[src/rtl/seq_det_pkg.sv]
// Shared types and helpers for the programmable serial pattern detector.
// Pure package: no logic, no latency, no flow control.
package seq_det_pkg;

    typedef enum logic {
        NON_OVERLAP = 1'b0,
        OVERLAP     = 1'b1
    } mode_e;

    localparam int unsigned MASK_W = 32;

    function automatic int len_width(input int max_len);
        return $clog2(max_len + 1);
    endfunction

    // Low `len` bits set; len >= MASK_W yields all ones so len == MAX_LEN compares everything.
    function automatic logic [MASK_W-1:0] mask_of(input int unsigned len);
        logic [MASK_W-1:0] m;
        if (len >= MASK_W) m = '1;
        else               m = (MASK_W'(1) << len) - MASK_W'(1);
        return m;
    endfunction

endpackage

[src/rtl/seq_detect_param_sat_counter.sv]
// Saturating up-counter with synchronous clear (clear wins over increment).
// Latency: count updates one clock after inc/clr. No backpressure; holds at all-ones.
module sat_counter #(
    parameter int CNT_W = 16
) (
    input  logic             clk,
    input  logic             rst,
    input  logic             inc,
    input  logic             clr,
    output logic [CNT_W-1:0] cnt
);

    always_ff @(posedge clk or negedge rst) begin
        if (!rst) begin
            cnt <= '0;
        end else if (clr) begin
            cnt <= '0;
        end else if (inc && (cnt != {CNT_W{1'b1}})) begin
            cnt <= cnt + CNT_W'(1);
        end
    end

endmodule

[src/rtl/seq_detect_param.sv]
// Serial detector for a runtime-loaded 1..MAX_LEN bit pattern, overlap or non-overlap.
// Latency: detect registered one clock after the final pattern bit is sampled.
// Backpressure: en=0 stalls the stream; history and detect hold, nothing is lost.
module seq_detect_param
    import seq_det_pkg::*;
#(
    parameter int MAX_LEN = 8,
    parameter int CNT_W   = 16,
    parameter int LEN_W   = len_width(MAX_LEN)
) (
    input  logic               clk,
    input  logic               rst,
    input  logic               en,
    input  logic               d_in,
    input  logic               cfg_load,
    input  logic [MAX_LEN-1:0] cfg_pattern,
    input  logic [LEN_W-1:0]   cfg_len,
    input  logic               cfg_overlap,
    input  logic               cnt_clr,
    output logic               detect,
    output logic [CNT_W-1:0]   match_cnt,
    output logic               cfg_valid
);

    localparam logic [LEN_W-1:0] FILL_MAX = LEN_W'(MAX_LEN);

    logic [MAX_LEN-1:0] pattern_q;
    logic [LEN_W-1:0]   len_q;
    mode_e              mode_q;
    logic               cfg_valid_q;
    logic [MAX_LEN-1:0] hist_q;
    logic [LEN_W-1:0]   fill_q;
    logic               detect_q;

    logic [MAX_LEN-1:0] hist_n;
    logic [LEN_W-1:0]   fill_n;
    logic [MAX_LEN-1:0] mask;
    logic               match;

    always_comb begin
        hist_n = {hist_q[MAX_LEN-2:0], d_in};
        fill_n = (fill_q == FILL_MAX) ? fill_q : fill_q + LEN_W'(1);
        mask   = MAX_LEN'(mask_of(32'(len_q)));
        match  = 1'b0;
        if (en && !cfg_load && cfg_valid_q && (fill_n >= len_q)) begin
            match = (((hist_n ^ pattern_q) & mask) == '0);
        end
    end

    always_ff @(posedge clk or negedge rst) begin
        if (!rst) begin
            pattern_q   <= '0;
            len_q       <= '0;
            mode_q      <= NON_OVERLAP;
            cfg_valid_q <= 1'b0;
            hist_q      <= '0;
            fill_q      <= '0;
            detect_q    <= 1'b0;
        end else if (cfg_load) begin
            pattern_q   <= cfg_pattern;
            len_q       <= cfg_len;
            mode_q      <= mode_e'(cfg_overlap);
            cfg_valid_q <= (cfg_len != '0) && (cfg_len <= FILL_MAX);
            hist_q      <= '0;
            fill_q      <= '0;
            detect_q    <= 1'b0;
        end else if (en) begin
            hist_q   <= hist_n;
            detect_q <= match;
            // Non-overlap restarts the fill so the next hit needs len fresh bits.
            fill_q   <= (match && (mode_q == NON_OVERLAP)) ? '0 : fill_n;
        end
    end

    sat_counter #(
        .CNT_W (CNT_W)
    ) u_match_cnt (
        .clk (clk),
        .rst (rst),
        .inc (match),
        .clr (cnt_clr),
        .cnt (match_cnt)
    );

    assign detect    = detect_q;
    assign cfg_valid = cfg_valid_q;

endmodule

[config.mk]
export PLATFORM = sky130hd
export DESIGN_NAME = seq_detect_param
export DESIGN_NICKNAME = d
export VERILOG_FILES = /design/src/rtl/seq_det_pkg.sv /design/src/rtl/seq_detect_param_sat_counter.sv /design/src/rtl/seq_detect_param.sv
export SDC_FILE = /design/constraint.sdc
export NUM_CORES = 1
export LEC_CHECK = 0
export CORE_MARGIN = 1.5
export CORE_UTILIZATION = 50
export CTS_CLUSTER_SIZE = 12
export DETAILED_ROUTE_END_ITERATION = 6
export PLACE_DENSITY_LB_ADDON = 0.08
export SLEW_MARGIN = 20
export SYNTH_ARGS = -nofsm -noshare
export SYNTH_HDL_FRONTEND = slang
export SYNTH_SLANG_ARGS = --single-unit
export TNS_END_PERCENT = 50
[constraint.sdc]
create_clock -name clk -period 3.5 [get_ports clk]
set_input_delay 0.35 -clock clk [delete_from_list [all_inputs] [get_ports clk]]
set_output_delay 0.35 -clock clk [all_outputs]
set_load 0.01 [all_outputs]
==> results.py, run 1 <==
metrics = {
    "power": {
        "power.density_nw_per_um2": 386,
        "leakagePower_uw": 0.00119,
        "ir_drop_v": 0.000282,
        "power_uw": 1160,
    },
    "layout": {
        "fill_cells": 389,
        "antennaDiodeCount": 0,
        "stdcell_area_um2": 3000,
        "nets": 312,
        "seq_area_um2": 1050,
        "multi_input_area_um2": 1310,
        "fin_cells": 353,
        "area_delta_synth_final_pct": 21.9,
        "drive_above_1_share": 0.122,
    },
    "synthesis": {
        "netlist_area_um2": 2460,
        "synth-edff-count": 0,
        "synth_compound_area_frac": 0.131,
        "synth_xor_xnor_area_share": 0.0427,
        "postSynthCellCount": 249,
        "synthMuxAreaShare": 0.110,
        "ys_seq_area_frac": 0.427,
        "synth_top_cell_area_share": 0.427,
        "yosysWarningCount": 0,
        "synthFlopType": "dfrtp_1",
        "synthSimpleGateAreaFrac": 0.207,
        "async_flop_share": 1.00,
        "synth.ff_latch_count": 42,
        "synth_top_family_by_area": "simple AND/OR/NAND/NOR gates",
        "synth.distinct_cells": 41,
        "yosysTopAreaCell": "dfrtp_1",
        "syn-num-nets": 276,
        "avgSynthCellArea_um2": 9.89,
        "synth_area_leaders": "dfrtp_1 43%, mux2_2 6.9%, ha_1 4.1%",
        "synth-adder-area-share": 0.0406,
    },
    "detailed_routing": {
        "viasPerCell": 5.55,
        "wl_mm": 4.97,
        "drt_pre_antenna_iters": 4,
        "postRouteAntennaNets": 0,
        "num_vias": 1960,
        "drtIter0Drc": 87,
        "wl_per_cell_um": 14.1,
        "drc_errors": 0,
    },
    "clocking": {
        "cts_tree": "built",
        "cts_buffers": 5,
        "cts_max_level": 2,
        "clockBufferDepth": 2,
        "post_cts_resized": 0,
        "cts_hold_buf": 0,
        "cts_setup_buffers": 0,
        "clk_pin_slew_ns": 0.08,
        "cts_sinks": 42,
        "cts-root-buf": "clkbuf_8",
        "clk_latency_ns": 0.30,
    },
    "placed_design": {
        "io_buffers": 36,
        "placed_cell_area_um2": 2870,
        "dp_hpwl_mm": 3.50,
        "gp_congestion": 0.799,
        "dp.cells": 345,
        "place_ws_ns": 0.705,
    },
    "global_routing": {
        "grt_pass1_vias": 1832,
        "grt_max_degree": 43,
        "antenna_found_initial": 0,
        "grt_pass1_wl_mm": 8.60,
        "grtUsageTotal": 0.208,
        "grt-ovfl-total": 0,
    },
    "floorplanning": {
        "dieArea_um2": 5360,
        "die-width_um": 73.2,
        "start_util": 0.522,
        "die_h_um": 73.2,
        "rows": 25,
        "core_um2": 4720,
        "ios": 37,
    },
    "worst_setup_path": {
        "crit_path_max_incr_delay_ns": 0.48,
        "r2r_slack_ns": 0.67,
        "arrival_ns": 3.02,
        "cp_top_family": "simple AND/OR/NAND/NOR gates",
        "critPathMaxFanout": 26,
        "crit_buf_inv": 1,
        "required_ns": 3.69,
        "crit_slowest_cell": "dfrtp_1",
        "startpoint_type": "flip-flop",
        "path_cells": "nor4_2 -> inv_1 -> ha_1 -> o22ai_1 -> nor4_4 -> o211ai_4 -> nor4b_1 -> mux2_2",
        "path_class": "reg2reg",
        "critPathCaptureType": "flip-flop",
    },
    "timing": {
        "finalHoldViolCount": 0,
        "finalSetupViolCount": 0,
        "slew_viol_final": 0,
        "fin_crit_sh": 0.810,
        "rsz0062_at_grt": "no",
        "fin_ws_ns": 0.666,
        "finClkSkew_ns": 0.00586,
        "min_period_ns": 2.83,
        "max_freq_ghz": 0.353,
        "worstMarginPinSlew_ns": 0.929,
        "fin_setup_tns_ns": 0,
        "relSlewSlack": 0.381,
    },
    "worst_hold_path": {
        "hp-class": "in2async",
    },
    "status": {
        "status": "finished clean",
    },
    "job": {
        "cap_viol_max_count": 0,
    },
}
[placed cells by master, fill, tap and decap left out, drive strengths merged, types with 6 or more instances in the layout]
cell type	synthesis	layout
or4	8	8
mux2i	9	9
nand4	7	7
xnor2	10	10
inv	12	12
ha	8	8
nand2	21	21
nor2	22	22
nor2b	6	6
mux2	16	16
clkdlybuf4s50	0	35
dfrtp	42	42
o21ai	12	12
nor4	6	6
a21oi	18	18
o31ai	8	8
[cells by family (layout without fill, tap and decap cells)]
| family | after synthesis | in the layout |
|---|---|---|
| fa+ha+maj | 8 | 8 |
| xor+xnor | 12 | 12 |
| simple gates | 90 | 90 |
| buf+inv | 22 | 59 |
| mux | 25 | 25 |
| flops | 42 | 42 |
| compound gates | 50 | 50 |
[area by class of cell]
type	count	share of cell area
sequential	42	0.350
clock buffer	5	0.0229
timing repair buffer	39	0.126
clock inverter	3	0.0229
tap	67	0.0279
inverter	12	0.0150
multi-input combinational	185	0.435
[cell usage after synthesis (2+ instances only)]
master	instances
nand4_1	7
xnor2_1	10
or3_1	2
nand2b_1	4
nor4_1	2
nor3_1	5
clkbuf_1	7
o31ai_1	8
nor2b_1	6
o311ai_0	2
or4_1	8
nor2_1	22
inv_1	12
buf_6	3
nand3_1	4
a21oi_1	18
nor4_2	3
ha_1	8
mux2_2	15
nand2_1	21
dfrtp_1	42
o21ai_0	11
mux2i_1	9
xor2_1	2
a31oi_1	2
[where the power goes]
group          total [uW]  switching, uW  internal (uW)
logic                 174           94.1           79.4
clock network         457            171            286
registers             530           24.2            505
[registers in the layout, summed over array words and instances, names as in the netlist]
signal / count
u_match_cnt.cnt: 16
pattern_q: 8
hist_q: 7
fill_q: 4
len_q: 4
cfg_valid: 1
detect: 1
mode_q: 1
[path summary, 6_finish.rpt]
kind,cells after the start,end,start
setup / recovery,8,u_match_cnt.cnt[7],len_q[2]
hold / removal,1,fill_q[3],rst
setup reg to reg,8,u_match_cnt.cnt[7],len_q[2]
hold reg to reg,1,detect,detect
max in group asynchronous,1,u_match_cnt.cnt[11],rst
min in group clk,1,detect,detect
[metrics by stage]
| step | hold slack, ns | utilization |
|---|---|---|
| after global placement | 0.465 | 0.607 |
| after detailed placement | 0.483 | 0.607 |
| final | 0.189 | 0.636 |
| after CTS | 0.212 | 0.636 |
| after floorplan | 0.0544 | - |
| after global routing | 0.273 | 0.636 |
[routing by layer]
metal  up-vias  wire, um  global-route usage
met4         0        68              0.0755
met3         7       220              0.0373
met1       926      2370               0.288
met2        50      2310               0.325
met5         -         0                   0
li1        977         -                   -
Power figures use the tool's default switching activity.
==> inputs of run 2 (changes only) <==
==> constraint.sdc (replaced) <==
create_clock -name clk -period 2.7 [get_ports clk]
set_input_delay 0.27 -clock clk [delete_from_list [all_inputs] [get_ports clk]]
set_output_delay 0.27 -clock clk [all_outputs]
set_load 0.01 [all_outputs]
==> run 2 against run 1 <==
Setup slack got worse by 0.59 ns. Sequential cell count unchanged. Sequential share of layout area fell by 2.6 points. Clock power is 9.6% lower. Combinational power up 87%. Clock skew up 0.0029 ns. Critical path depth increased by 4. First-iteration DRC count down 3.4%. Via count rose by 7.0%. Routed wire length increased by 12%. Cell area increased by 7.9%. Non-clock buffer count increased by 19.
==> results.py, run 2 (synthesized netlist as in run 1, its figures left out) <==
metrics = {
    "status": {
        "status": "finished clean",
    },
    "layout": {
        "largestRegisters": "u_match_cnt.cnt x16, pattern_q x8, hist_q x7",
        "drive_above_1_share": 0.229,
        "area_delta_synth_final_pct": 31.5,
        "layout_commonest_cell": "dfrtp_1",
        "largest_reg_flops": 16,
        "stdcell_area_um2": 3240,
        "top_register": "u_match_cnt.cnt",
        "nets": 332,
        "post-route-util": 0.686,
        "antennaDiodeCount": 0,
        "mostFrequentLayoutCells": "42 x dfrtp_1, 35 x clkdlybuf4s50_1, 21 x nor2_1, 19 x nand2_1, 18 x buf_4",
    },
    "power": {
        "leakagePower_uw": 0.00131,
        "power.density_nw_per_um2": 438,
        "power_uw": 1420,
        "ir_drop_v": 0.000342,
    },
    "floorplanning": {
        "rows": 25,
        "die-width_um": 73.2,
        "die_h_um": 73.2,
        "ios": 37,
        "dieArea_um2": 5360,
        "core_um2": 4720,
        "start_util": 0.522,
    },
    "clocking": {
        "cts_sinks": 42,
        "clockBufferDepth": 2,
        "cts_tree": "built",
        "cts_hold_buf": 0,
        "cts_max_level": 2,
        "clk_latency_ns": 0.30,
        "cts-root-buf": "clkbuf_8",
        "cts_buffers": 5,
        "clk_pin_slew_ns": 0.08,
    },
    "worst_hold_path": {
        "hp-class": "in2async",
    },
    "worst_setup_path": {
        "critPathCaptureType": "flip-flop",
        "r2r_slack_ns": 0.07,
        "path_class": "reg2reg",
        "crit_buf_inv": 2,
        "path_cells": "inv_2 -> ha_4 -> nand2_4 -> nor2_4 -> xnor2_2 -> ha_1 -> o21ai_2 -> a211oi_2 -> buf_4 -> nand3_4 -> nor4_4 -> mux2_4",
        "crit_slowest_cell": "dfrtp_1",
        "arrival_ns": 2.81,
        "crit_path_max_incr_delay_ns": 0.43,
        "required_ns": 2.89,
        "cp_top_family": "simple AND/OR/NAND/NOR gates",
        "ff2ff_path_depth": 12,
        "r2r-start": "fill_q[1]",
        "startpoint_type": "flip-flop",
        "r2r_end": "u_match_cnt.cnt[12]",
        "critPathMaxFanout": 5,
    },
    "timing": {
        "finalSetupViolCount": 0,
        "whs_ns": 0.102,
        "finalHoldViolCount": 0,
        "min_period_ns": 2.63,
        "rsz0062_at_grt": "yes",
        "finClkSkew_ns": 0.00876,
        "max_freq_ghz": 0.381,
        "fin_crit_sh": 0.972,
        "worstMarginPinSlew_ns": 0.937,
        "slew_viol_final": 0,
        "relSlewSlack": 0.375,
    },
    "global_routing": {
        "grt_pass1_wl_mm": 8.78,
        "grt-ovfl-total": 0,
        "grt_pass1_vias": 1808,
        "grt_max_degree": 43,
        "grtUsageTotal": 0.211,
        "antenna_found_initial": 0,
    },
    "detailed_routing": {
        "wl_per_cell_um": 14.9,
        "wl_mm": 5.58,
        "drt_pre_antenna_iters": 5,
        "drtIter0Drc": 84,
        "num_vias": 2097,
        "postRouteAntennaNets": 0,
        "drc_errors": 0,
        "viasPerCell": 5.62,
    },
    "placed_design": {
        "gp_congestion": 0.781,
        "io_buffers": 36,
        "dp_hpwl_mm": 3.66,
        "placed_cell_area_um2": 2960,
    },
    "job": {
        "cap_viol_max_count": 0,
    },
}
[run 2: cell count changes in the layout (fill, tap and decap cells not counted), sizes merged]
cell / delta
clkinv: +1
bufinv: -2
buf: +19
o211ai: +1
clkinvlp: +1
[run 2: final cells by class]
class | count | area [um^2]
fill | 389 | 1480
multi-input combinational | 186 | 1430
sequential | 42 | 1050
timing repair buffer | 58 | 538
tap | 67 | 83.8
clock buffer | 5 | 68.8
inverter | 12 | 45.0
clock inverter | 3 | 21.3
[run 2: layer usage]
layer  track usage  wire (um)  vias to the layer above
met3        0.0414        222                        6
met1         0.309       2740                     1024
li1              -          -                     1021
met5             0          0                        -
met4        0.0566         52                        0
met2         0.317       2560                       46
[run 2: report_power, final]
group	internal, uW	switching (uW)	leakage, uW	total, uW
clock network	182	232	0.0000441	413
registers	655	24.8	0.000554	680
logic	162	165	0.000708	326
total	999	421	0.00131	1420
[run 2: how the worst max path moves through the flow]
stage,to,slack (ns),depth (start not counted),start
floorplan,u_match_cnt.cnt[7],0.03,11,fill_q[0]
global placement,u_match_cnt.cnt[12],0.1,8,len_q[2]
detailed placement,u_match_cnt.cnt[12],0.07,8,len_q[2]
CTS,u_match_cnt.cnt[12],0.03,8,len_q[2]
global route,u_match_cnt.cnt[14],-0.07,12,fill_q[1]
finish,u_match_cnt.cnt[12],0.07,12,fill_q[1]
[run 2: metrics by stage]
| step | cells | TNS [ns] | setup WS, ns |
|---|---|---|---|
| 6_report | 373 | 0 | 0.0746 |
| 5_1_grt | 373 | -0.229 | -0.0651 |
| 4_1_cts | 365 | 0 | 0.0340 |
| 3_5_place_dp | 357 | 0 | 0.0696 |
| 3_3_place_gp | 357 | 0 | 0.0996 |
| 2_1_floorplan | 249 | 0 | 0.0287 |
[run 2: repair_timing]
action                     CTS  global route
setup endpoints to repair    0            16
setup buffers                0             6
resized for setup            0            27
==> inputs of run 3 (changes only) <==
--- a/config.mk
+++ b/config.mk
@@ -5,10 +5,12 @@
 export SDC_FILE = /design/constraint.sdc
 export NUM_CORES = 1
 export LEC_CHECK = 0
+export CORE_ASPECT_RATIO = 0.9
 export CORE_MARGIN = 1.5
 export CORE_UTILIZATION = 50
 export CTS_CLUSTER_SIZE = 12
 export DETAILED_ROUTE_END_ITERATION = 6
+export GPL_TIMING_DRIVEN = 0
 export PLACE_DENSITY_LB_ADDON = 0.08
 export SLEW_MARGIN = 20
 export SYNTH_ARGS = -nofsm -noshare
==> run 3 against run 2 <==
Combinational power fell by 7.4%. Register-to-register slack got worse by 0.02 ns. Global-route usage rose by 1.7 points. Count of clock-buffer cells in the layout did not move. First-iteration DRC count rose by 64%. Largest cell class unchanged.
==> results.py, run 3 (synthesized netlist as in run 1, its figures left out) <==
metrics = {
    "job": {
        "cap_viol_max_count": 0,
    },
    "timing": {
        "fin_ws_ns": 0.0496,
        "fin_crit_sh": 0.982,
        "min_period_ns": 2.65,
        "max_freq_ghz": 0.377,
        "finClkSkew_ns": 0.00737,
        "worstMarginPinSlew_ns": 0.723,
        "slew_viol_final": 0,
        "finalSetupViolCount": 0,
        "finalHoldViolCount": 0,
        "relSlewSlack": 0.518,
    },
    "layout": {
        "fill_cells": 402,
        "mostFrequentLayoutCells": "39 x dfrtp_1, 35 x clkdlybuf4s50_1, 20 x nor2_1, 19 x nand2_1, 14 x a21oi_1",
        "largest_reg_flops": 16,
        "nets": 334,
        "largestRegisters": "u_match_cnt.cnt x16, pattern_q x8, hist_q x7",
        "top_register": "u_match_cnt.cnt",
        "antennaDiodeCount": 0,
        "stdcell_area_um2": 3260,
        "fin_cells": 373,
        "area_delta_synth_final_pct": 32.5,
        "layout_commonest_cell": "dfrtp_1",
        "post-route-util": 0.679,
        "drive_above_1_share": 0.240,
    },
    "worst_setup_path": {
        "critPathMaxFanout": 6,
        "arrival_ns": 2.84,
        "path_cells": "nor4_4 -> inv_1 -> ha_4 -> or4b_1 -> a21oi_2 -> o21ai_2 -> buf_4 -> nand4_1 -> nor4b_4 -> mux2_4",
        "crit_path_max_incr_delay_ns": 0.52,
        "path_class": "reg2reg",
        "crit_slowest_cell": "or4b_1",
        "critPathCaptureType": "flip-flop",
        "startpoint_type": "flip-flop",
        "required_ns": 2.89,
    },
    "global_routing": {
        "grtUsageTotal": 0.228,
        "grt_max_degree": 32,
        "grt_pass1_wl_mm": 9.76,
        "grt_pass1_vias": 2028,
        "antenna_found_initial": 0,
        "grt-ovfl-total": 0,
    },
    "detailed_routing": {
        "wl_met3_um": 255,
        "viasPerCell": 5.72,
        "wl_per_cell_um": 16.1,
        "postRouteAntennaNets": 0,
        "wl_mm": 5.99,
        "drtIter0Drc": 138,
        "wl_met2_mm": 2.86,
        "drt_pre_antenna_iters": 4,
        "highest-signal-layer": "met4",
        "num_vias": 2134,
        "drc_errors": 0,
        "routedLengthMet1_mm": 2.81,
    },
    "power": {
        "internal_power_uw": 983,
        "ir_drop_v": 0.000307,
        "pwr-share-clk": 0.297,
        "power.share.switching": 0.300,
        "p_comb_frac": 0.215,
        "leakagePower_uw": 0.00130,
        "power.density_nw_per_um2": 430,
        "switchingPower_uw": 422,
        "sequentialPowerShare": 0.487,
    },
    "placed_design": {
        "gp_congestion": 0.793,
        "placed_cell_area_um2": 2920,
        "place_ws_ns": -0.420,
        "dp_hpwl_mm": 4.03,
        "dp.cells": 351,
        "io_buffers": 36,
    },
    "clocking": {
        "clk_latency_ns": 0.30,
        "cts-root-buf": "clkbuf_8",
        "cts_max_level": 2,
        "cts_sinks": 42,
        "clk_pin_slew_ns": 0.09,
        "cts_buffers": 5,
        "cts_tree": "built",
        "clockBufferDepth": 2,
    },
    "floorplanning": {
        "start_util": 0.513,
        "rows": 24,
        "dieArea_um2": 5360,
        "ios": 37,
        "die_h_um": 69.6,
        "core_um2": 4800,
        "die-width_um": 77.0,
    },
    "worst_hold_path": {
        "hp-class": "in2async",
    },
    "status": {
        "status": "finished clean",
    },
}
-- run 3: cell types whose count changed in the layout (fill, tap and decap cells not counted), sizes merged --
cell	change
buf	-5
clkbuf	+7
o211ai	-1
dlygate4sd3	+1
-- run 3: timing repair --
action | CTS | global route
hold buffers | 1 | 0
hold endpoints to repair | 11 | 0
buffers inserted | 2 | 10
resized for setup | 11 | 30
gates cloned | 0 | 1
endpoints found under the setup margin | 21 | 19
pin swaps | 5 | 13
-- run 3: power by group through the flow --
stage,Combinational [uW],Sequential [uW],Clock [uW]
6_report,302,684,418
3_3_place_gp,228,696,0
2_1_floorplan,152,690,0
5_1_grt,330,688,449
4_1_cts,252,684,423
3_5_place_dp,237,696,0
-- run 3: layout make-up --
type	count	area, um^2	share of cell area
buffer	10	63.8	0.0195
clock buffer	5	68.8	0.0211
clock inverter	3	21.3	0.00652
inverter	12	45.0	0.0138
multi-input combinational	185	1440	0.441
sequential	42	1050	0.323
tap	65	81.3	0.0249
timing repair buffer	51	490	0.150
-- run 3: stage by stage --
step / power, uW / TNS, ns / hold WS, ns
detailed placement: 933 / -5.80 / 0.180
CTS: 1360 / 0 / 0.389
finish: 1400 / 0 / 0.379
global placement: 924 / -5.42 / 0.467
global route: 1470 / -0.106 / 0.420
floorplan: 842 / 0 / -0.0256
-- run 3: final timing paths --
kind	start	end	slack (ns)	cells after the start
worst max-delay path	len_q[0]	u_match_cnt.cnt[14]	0.05	10
worst min register to register	detect	detect	0.49	1
worst min-delay path	rst	fill_q[2]	0.38	2
max in group asynchronous	rst	len_q[1]	1.84	3
min in group clk	detect	detect	0.49	1
worst max register to register	len_q[0]	u_match_cnt.cnt[14]	0.05	10
-- run 3: worst max-delay path, delay by kind of cell (launching register included) --
kind / cells / cell delay, ns
and+or+nand+nor: 4 / 1.03
DFF: 1 / 0.46
muxes: 1 / 0.30
AOI/OAI and AO/OA: 2 / 0.29
buffers and inverters: 2 / 0.27
adders and majority gates: 1 / 0.19
-- run 3: metal layers --
metal  up-vias  global-route usage
li1       1021                   -
met1      1055               0.341
met2        50               0.352
met3         8              0.0382
met4         0              0.0444
met5         -                   0
